--- src/rtl/cycle_event_seq.sv ---
// Cycle-event sequencer: after start, emits one tagged event per counted cycle
// (parity + final marker) over valid/ready, then raises a sticky done flag.
//
// state | meaning
// IDLE  | waiting for start after reset
// RUN   | counting cycles, loading an event whenever the slot is free
// DRAIN | final event loaded, waiting for it to be accepted
// DONE  | final event accepted, done held high, start restarts
module cycle_event_seq #(
  parameter int LIMIT = 20,
  parameter int CNT_W = 8
) (
  input  logic             clk,
  input  logic             rst,
  input  logic             start,
  output logic             evt_valid,
  input  logic             evt_ready,
  output logic [1:0]       evt_code,
  output logic [CNT_W-1:0] cyc,
  output logic             busy,
  output logic             done
);

  typedef enum logic [1:0] {IDLE, RUN, DRAIN, DONE} state_t;

  localparam logic [CNT_W-1:0] LAST_CYC = CNT_W'(LIMIT + 1);

  state_t           state;
  logic             accept;
  logic             slot_free;
  logic             last;
  logic [CNT_W-1:0] cyc_next;

  assign accept    = evt_valid & evt_ready;
  assign slot_free = ~evt_valid | accept;
  assign cyc_next  = cyc + CNT_W'(1);
  assign last      = (cyc_next == LAST_CYC);
  assign busy      = (state == RUN) || (state == DRAIN);

  always_ff @(posedge clk) begin
    if (rst) begin
      state     <= IDLE;
      evt_valid <= 1'b0;
      evt_code  <= 2'b00;
      cyc       <= '0;
      done      <= 1'b0;
    end else begin
      case (state)
        IDLE, DONE: begin
          if (start) begin
            state    <= RUN;
            cyc      <= '0;
            evt_code <= 2'b00;
            done     <= 1'b0;
          end
        end
        RUN: begin
          // Counting only advances when the slot frees, so a stall never skips a cycle.
          if (slot_free) begin
            cyc       <= cyc_next;
            evt_valid <= 1'b1;
            evt_code  <= {last, ~cyc_next[0]};
            if (last) state <= DRAIN;
          end
        end
        DRAIN: begin
          if (accept) begin
            evt_valid <= 1'b0;
            done      <= 1'b1;
            state     <= DONE;
          end
        end
        default: state <= IDLE;
      endcase
    end
  end

endmodule

--- config.mk ---
export PLATFORM = sky130hd
export DESIGN_NAME = cycle_event_seq
export DESIGN_NICKNAME = d
export VERILOG_FILES = /design/src/rtl/cycle_event_seq.sv
export SDC_FILE = /design/constraint.sdc
export NUM_CORES = 1
export LEC_CHECK = 0
export CORE_ASPECT_RATIO = 0.75
export CORE_MARGIN = 8
export CORE_UTILIZATION = 33
export CTS_CLUSTER_DIAMETER = 60
export DETAILED_ROUTE_END_ITERATION = 10
export DONT_BUFFER_PORTS = 1
export GPL_TIMING_DRIVEN = 1
export HOLD_SLACK_MARGIN = 0.03
export PLACE_DENSITY = 0.53
export RECOVER_POWER = 50
export REMOVE_ABC_BUFFERS = 1
export SYNTH_ARGS = -nofsm -noshare
export SYNTH_HDL_FRONTEND = slang
export SYNTH_SLANG_ARGS = --single-unit
--- constraint.sdc ---
create_clock -name clk -period 1.8 [get_ports clk]
set_input_delay 0.09 -clock clk [delete_from_list [all_inputs] [get_ports clk]]
set_output_delay 0.09 -clock clk [all_outputs]
set_load 0.1 [all_outputs]
==> impl_metrics.py, run 1 <==
metrics = {
    "route": {
        "drcViolationCount": 0,
        "via_per_inst": 4.951,
        "vias": 807,
        "drt-initial-drc-count": 32,
        "dr.pass1.iters": 4,
        "postRouteAntennaNets": 0,
        "totalWireLength_um": 2189,
        "routedWlPerCell_um": 13.43,
    },
    "worst_setup_path": {
        "worstSetupPathType": "flip-flop to flip-flop",
        "cp-start-kind": "flip-flop",
        "cp_num_buf_inv": 3,
        "required_ps": 2020,
        "slowest_stage": "dfxtp_2",
        "crit_top_cell": "buf_4",
        "critPathLaunch": "state[0]$_SDFFE_PP0P_",
        "worstPathArrival_ps": 1890,
        "crit_fanout": 5,
        "cp_slowest_stage_delay_ps": 360,
        "rr_startpoint": "state[0]$_SDFFE_PP0P_",
        "critPathTopFamily": "simple AND/OR/NAND/NOR gates",
        "end_kind": "flip-flop",
        "crit_path_cell_trace": "inv_1 > ha_1 > nand2b_1 > buf_4 > nand3_1 > buf_4 > nor2_1 > nand2_1 > a21oi_1",
    },
    "die": {
        "io_pins": 17,
        "coreArea_um2": 2327,
        "start_util_pct": 35.05,
        "die_area_um2": 4336,
        "rows": 15,
        "die_w_um": 73.41,
        "die_h_um": 59.06,
    },
    "placement": {
        "pre_cts_ws_ps": -79.66,
        "placed_area_um2": 1031,
        "gp_congestion": 0.8373,
        "portBuffers": 0,
        "dp.cells": 156,
        "hpwl_um": 1646,
    },
    "synth": {
        "synthAdderAreaFrac_pct": 7.669,
        "synth_top_family_by_area": "simple AND/OR/NAND/NOR gates",
        "synth_area_leaders": "dfxtp_1, ha_1, nor2_1, a21oi_1, o41ai_4",
        "yosys_warnings": 0,
        "synth.top_cell.area_share_pct": 34.36,
        "synth-seq-cells": 14,
        "synthCells": 100,
        "synthMuxAreaShare_pct": 1.227,
        "synth_edf_count": 0,
        "avgSynthCellArea_um2": 8.158,
        "yosysUniqueCellTypes": 32,
        "yosysSeqAreaShare_pct": 34.36,
        "synth_compound_area_share_pct": 24.54,
        "yosys.area_share.simple_pct": 25.92,
        "synth_xor_area_share_pct": 2.147,
        "yosysTopAreaCell": "dfxtp_1",
        "ys_async_sr_fraction_pct": 0,
        "netlist_area_um2": 815.8,
        "synthFlopType": "dfxtp_1",
    },
    "run": {
        "maxCapViolations": 0,
    },
    "grt": {
        "grt-ovfl-total": 0,
        "grt_pass1_wl_um": 3456,
        "grt_max_degree": 15,
        "grt_pass1_vias": 745,
        "grt_use_total_pct": 10.46,
        "grt_antenna_before_repair": 0,
    },
    "clock_tree": {
        "numCtsBuffers": 3,
        "cts_root_buf": "clkbuf_4",
        "clock_latency_ps": 290,
        "h-tree-depth": 1,
        "cts.sinks": 14,
        "cts.clk_slew.worst_paths_ps": 90,
        "cts_tree": "yes",
        "clockBufferDepth": 2,
    },
    "sta": {
        "fin_skew_ps": 2.397,
        "slew_headroom_pct": 59.58,
        "worst_pin_slew_ps": 606.2,
        "slew_violations": 0,
        "period_share_pct": 92.88,
        "min_period_ps": 1672,
        "final.setup.worst_slack_ps": 128.2,
        "max_freq_ghz": 0.5981,
        "hold_violations": 0,
        "setup_viol": 0,
        "rsz0062_at_grt": "false",
    },
    "pwr": {
        "power_frac_comb_pct": 59.6,
        "swShare_pct": 48.93,
        "internal-power_mw": 0.7931,
        "ir_drop_mv": 0.4620,
        "finalPower_mw": 1.553,
        "p_leak_nw": 0.4334,
        "powerDensity_nw_per_um2": 1437,
        "netSwitchingPower_mw": 0.7599,
        "seqPwrFrac_pct": 25.0,
        "clkPwrFrac_pct": 15.3,
    },
    "finish": {
        "layout-drive-gt1-share_pct": 30.23,
        "final_area_um2": 1081,
        "area_growth_pct": 32.52,
        "fin_nets": 139,
        "stdcell_count": 163,
        "diodes": 0,
        "nFillCells": 256,
        "final_core_util_pct": 46.45,
    },
    "status": {
        "status": "finished, final reports clean",
    },
    "min_path": {
        "holdCritStartpoint": "start",
        "holdCritPathClass": "input port to flip-flop",
    },
}
final timing paths:
check                              to  cells after the start  slack (ps)
setup / recovery  cyc[7]$_SDFFE_PP0P_                      9         130
hold / removal      done$_SDFFE_PP0P_                      3          60
setup reg to reg  cyc[7]$_SDFFE_PP0P_                      9         130
hold reg to reg   cyc[6]$_SDFFE_PP0P_                      2         520
cell usage after synthesis, types with 2 or more instances:
cell	n
a211oi_1	3
a21oi_1	10
a22oi_1	2
a311oi_1	2
and2_1	2
clkbuf_1	2
dfxtp_1	14
ha_1	5
inv_1	7
nand2_1	6
nand2b_1	2
nand3_1	3
nand3_2	2
nor2_1	15
nor3_1	3
nor4_1	2
o211ai_1	2
o21ai_0	4
metrics by stage:
| step | setup TNS, ps | hold WS (ps) |
|---|---|---|
| floorplan | -3937 | 159.1 |
| global placement | 0 | 162.9 |
| detailed placement | -119.9 | 164.7 |
| CTS | 0 | 56.76 |
| global route | 0 | 114.8 |
| finish | 0 | 62.20 |
power groups by stage:
| stage | combinational (mW) | sequential, mW | clock [mW] |
|---|---|---|---|
| after floorplan | 0.481 | 0.537 | 0 |
| after global placement | 0.903 | 0.389 | 0 |
| after detailed placement | 0.913 | 0.390 | 0 |
| after CTS | 0.924 | 0.383 | 0.244 |
| after global routing | 1.00 | 0.396 | 0.256 |
| final | 0.926 | 0.389 | 0.238 |
flip-flops by register name (all words and copies together) (netlist names):
signal,count
cyc,8
evt_valid,1
state,2
done,1
evt_code,2
worst register-to-register path, stage by stage, from the launching register on:
cell      delay [ps]
dfxtp_2          360
inv_1             50
ha_1             320
nand2b_1         120
buf_4            130
nand3_1          110
buf_4            190
nor2_1           100
nand2_1           80
a21oi_1          150
cell type report:
cell class / count / area (µm²) / share of cell area (%)
repair buffers: 27 / 177.7 / 16.44
multi-input cells: 77 / 515.5 / 47.69
flip-flops and latches: 14 / 282.8 / 26.16
well taps: 34 / 42.54 / 3.935
inverters: 7 / 26.28 / 2.431
clock buffers: 4 / 36.28 / 3.356
layer usage:
metal | GRT usage [%] | up-vias | share of wire, %
met4 | 5.099 | 0 | 1.2
met1 | 12.07 | 363 | 44
met2 | 16.39 | 23 | 46
met5 | 0 | - | 0
met3 | 4.223 | 2 | 8.4
li1 | - | 419 | -
placed cells by master (no fill, tap or decap), types with 2 or more instances in the layout:
| cell | n |
|---|---|
| nor2_1 | 15 |
| buf_4 | 13 |
| dfxtp_1 | 12 |
| clkbuf_2 | 12 |
| a21oi_1 | 10 |
| inv_1 | 6 |
| nand2_1 | 6 |
| ha_1 | 4 |
| nor3_1 | 3 |
| nand3_1 | 3 |
| o21ai_0 | 3 |
| a211oi_1 | 3 |
| clkbuf_4 | 3 |
| nand2b_1 | 2 |
| o211ai_1 | 2 |
| a22oi_1 | 2 |
| nand3_2 | 2 |
| and2_1 | 2 |
| nor4_1 | 2 |
| a311oi_1 | 2 |
| dfxtp_2 | 2 |
| dlygate4sd3_1 | 2 |
cell families after synthesis:
family	Yosys count
AND/OR/NAND/NOR	41
buffers and inverters	9
adder cells (fa/ha/maj)	5
AO/OA/AOI/OAI	28
XOR/XNOR	2
flip-flops	14
multiplexers	1
what timing repair did:
item | in CTS | in global routing
pin swaps | 1 | 5
cloned | 0 | 0
resized for setup | 2 | 5
setup buffers | 0 | 1
setup endpoints to repair | 2 | 5
hold endpoints to repair | 14 | 0
hold buffers | 2 | 0
No activity file was read; power rests on OpenSTA's default activity.
==> run 2: changes to the inputs <==
==> constraint.sdc (replaced) <==
create_clock -name clk -period 1.8 [get_ports clk]
set_input_delay 0.36 -clock clk [delete_from_list [all_inputs] [get_ports clk]]
set_output_delay 0.36 -clock clk [all_outputs]
set_load 0.1 [all_outputs]
==> impl_metrics.py, run 2 (synthesized netlist as in run 1, its figures left out) <==
metrics = {
    "finish": {
        "fin_nets": 133,
        "layout-drive-gt1-share_pct": 32.52,
        "largest-register": "cyc",
        "reg.largest.list": "cyc: 8 flops, evt_code: 2 flops, state: 2 flops",
        "area_growth_pct": 34.05,
        "nFillCells": 236,
        "ff_latch_area_um2": 285.3,
        "mostFrequentLayoutCells": "nor2_1, a21oi_1, dfxtp_1, clkbuf_2, buf_4",
        "diodes": 0,
        "stdcell_count": 157,
        "layout_commonest_cell": "nor2_1",
        "largest_reg_flops": 8,
        "multi_input_area_um2": 558.0,
    },
    "clock_tree": {
        "cts_tree": "yes",
        "numCtsBuffers": 3,
        "clock_latency_ps": 290,
        "cts.clk_slew.worst_paths_ps": 100,
        "cts.sinks": 14,
        "clockBufferDepth": 2,
        "postCtsHoldBufs": 0,
        "cts_root_buf": "clkbuf_4",
        "h-tree-depth": 1,
    },
    "sta": {
        "worst_pin_slew_ps": 567.8,
        "setup_tns_ps": 0,
        "slew_headroom_pct": 62.15,
        "slew_violations": 0,
        "rsz0062_at_grt": "false",
        "final.setup.worst_slack_ps": 96.43,
        "period_share_pct": 94.64,
        "setup_viol": 0,
        "fin_skew_ps": 7.135,
        "hold_violations": 0,
        "min_period_ps": 1704,
        "max_freq_ghz": 0.5870,
    },
    "pwr": {
        "powerDensity_nw_per_um2": 1489,
        "power_frac_comb_pct": 60.6,
        "p_leak_nw": 0.4210,
        "internal-power_mw": 0.8301,
        "seqPwrFrac_pct": 24.6,
        "netSwitchingPower_mw": 0.7978,
        "ir_drop_mv": 0.4280,
        "swShare_pct": 49.01,
        "finalPower_mw": 1.628,
        "clkPwrFrac_pct": 14.9,
    },
    "worst_setup_path": {
        "worstSetupPathType": "flip-flop to flip-flop",
        "crit_path_cell_trace": "inv_1 > ha_4 > or2_2 > o211ai_1 > buf_4 > nor2_1 > a211oi_1",
        "worstPathArrival_ps": 1900,
        "end_kind": "flip-flop",
        "crit_fanout": 10,
        "slowest_stage": "dfxtp_2",
        "cp_slowest_stage_delay_ps": 390,
        "required_ps": 2000,
        "critPathLaunch": "state[0]$_SDFFE_PP0P_",
        "rr_startpoint": "state[0]$_SDFFE_PP0P_",
        "cp-start-kind": "flip-flop",
    },
    "placement": {
        "pre_cts_ws_ps": -71.75,
        "dp.cells": 152,
        "gp_congestion": 0.7920,
        "hpwl_um": 1643,
        "portBuffers": 0,
    },
    "die": {
        "die_area_um2": 4336,
        "rows": 15,
        "die_w_um": 73.41,
        "start_util_pct": 35.05,
        "die_h_um": 59.06,
        "coreArea_um2": 2327,
        "io_pins": 17,
    },
    "status": {
        "status": "finished, final reports clean",
    },
    "route": {
        "dr.pass1.iters": 4,
        "via_per_inst": 5.096,
        "vias": 800,
        "postRouteAntennaNets": 0,
        "drcViolationCount": 0,
        "routedWlPerCell_um": 14.33,
        "drt-initial-drc-count": 45,
        "totalWireLength_um": 2250,
    },
    "grt": {
        "grt_max_degree": 15,
        "grt-ovfl-total": 0,
        "grt_use_total_pct": 10.92,
        "grt_pass1_wl_um": 3663,
        "grt_pass1_vias": 808,
        "grt_antenna_before_repair": 0,
    },
    "min_path": {
        "holdCritStartpoint": "rst",
        "holdCritPathClass": "input port to flip-flop",
    },
    "run": {
        "maxCapViolations": 0,
    },
}
run 2: cell types whose count changed in the layout (fill, tap and decap cells not counted), moves of 2 or more:
cell           delta
clkbuf_2          -2
dlygate4sd3_1     -2
ha_4              +2
buf_4             -3
dfxtp_1           -2
dfxtp_2           +2
ha_1              -2
run 2: path summary, 6_finish.rpt:
| kind | to | slack, ps | depth (start not counted) |
|---|---|---|---|
| hold reg to reg | evt_code[1]$_SDFFE_PP0P_ | 500 | 2 |
| setup reg to reg | cyc[2]$_SDFFE_PP0P_ | 100 | 7 |
| setup / recovery | cyc[2]$_SDFFE_PP0P_ | 100 | 7 |
| hold / removal | cyc[6]$_SDFFE_PP0P_ | 120 | 1 |
run 2: metal layers:
metal / up-vias / wire, µm / global-route usage (%)
li1: 406 / - / -
met1: 373 / 1088 / 12.57
met4: 0 / 31 / 3.399
met2: 16 / 995 / 18.30
met3: 5 / 135 / 4.054
met5: - / 0 / 0
run 2: repair_timing:
action / in CTS / in global routing
setup endpoints to repair: 4 / 3
resized for setup: 5 / 7
setup buffers: 1 / 0
pin swaps: 1 / 4
run 2: power by group through the flow:
stage	Clock [mW]	Sequential [mW]	Combinational (mW)
5_1_grt	0.262	0.409	1.05
4_1_cts	0.247	0.388	0.968
2_1_floorplan	0	0.537	0.481
3_5_place_dp	0	0.389	0.905
3_3_place_gp	0	0.388	0.893
6_report	0.242	0.400	0.986
run 2: area by class of cell:
cell class	instances	area share (%)
inverters	7	2.403
well taps	34	3.890
repair buffers	21	13.27
flip-flops and latches	14	26.09
clock buffers	4	3.318
multi-input cells	77	51.03
run 2: critical path, delay by kind of cell, from the launching register on:
family	cells	cell delay [ps]
flip-flops	1	390
AND/OR/NAND/NOR	2	340
buffers and inverters	2	290
AO/OA/AOI/OAI	2	310
adder cells (fa/ha/maj)	1	270
run 2: through the flow:
step           hold slack [ps]  area, µm²  utilization (%)
4_1_cts                  113.6       1081            46.45
2_1_floorplan            429.1      808.3                -
3_3_place_gp             431.8       1013            43.55
5_1_grt                  106.7       1094            46.99
6_report                 123.5       1094            46.99
3_5_place_dp             434.7       1013            43.55
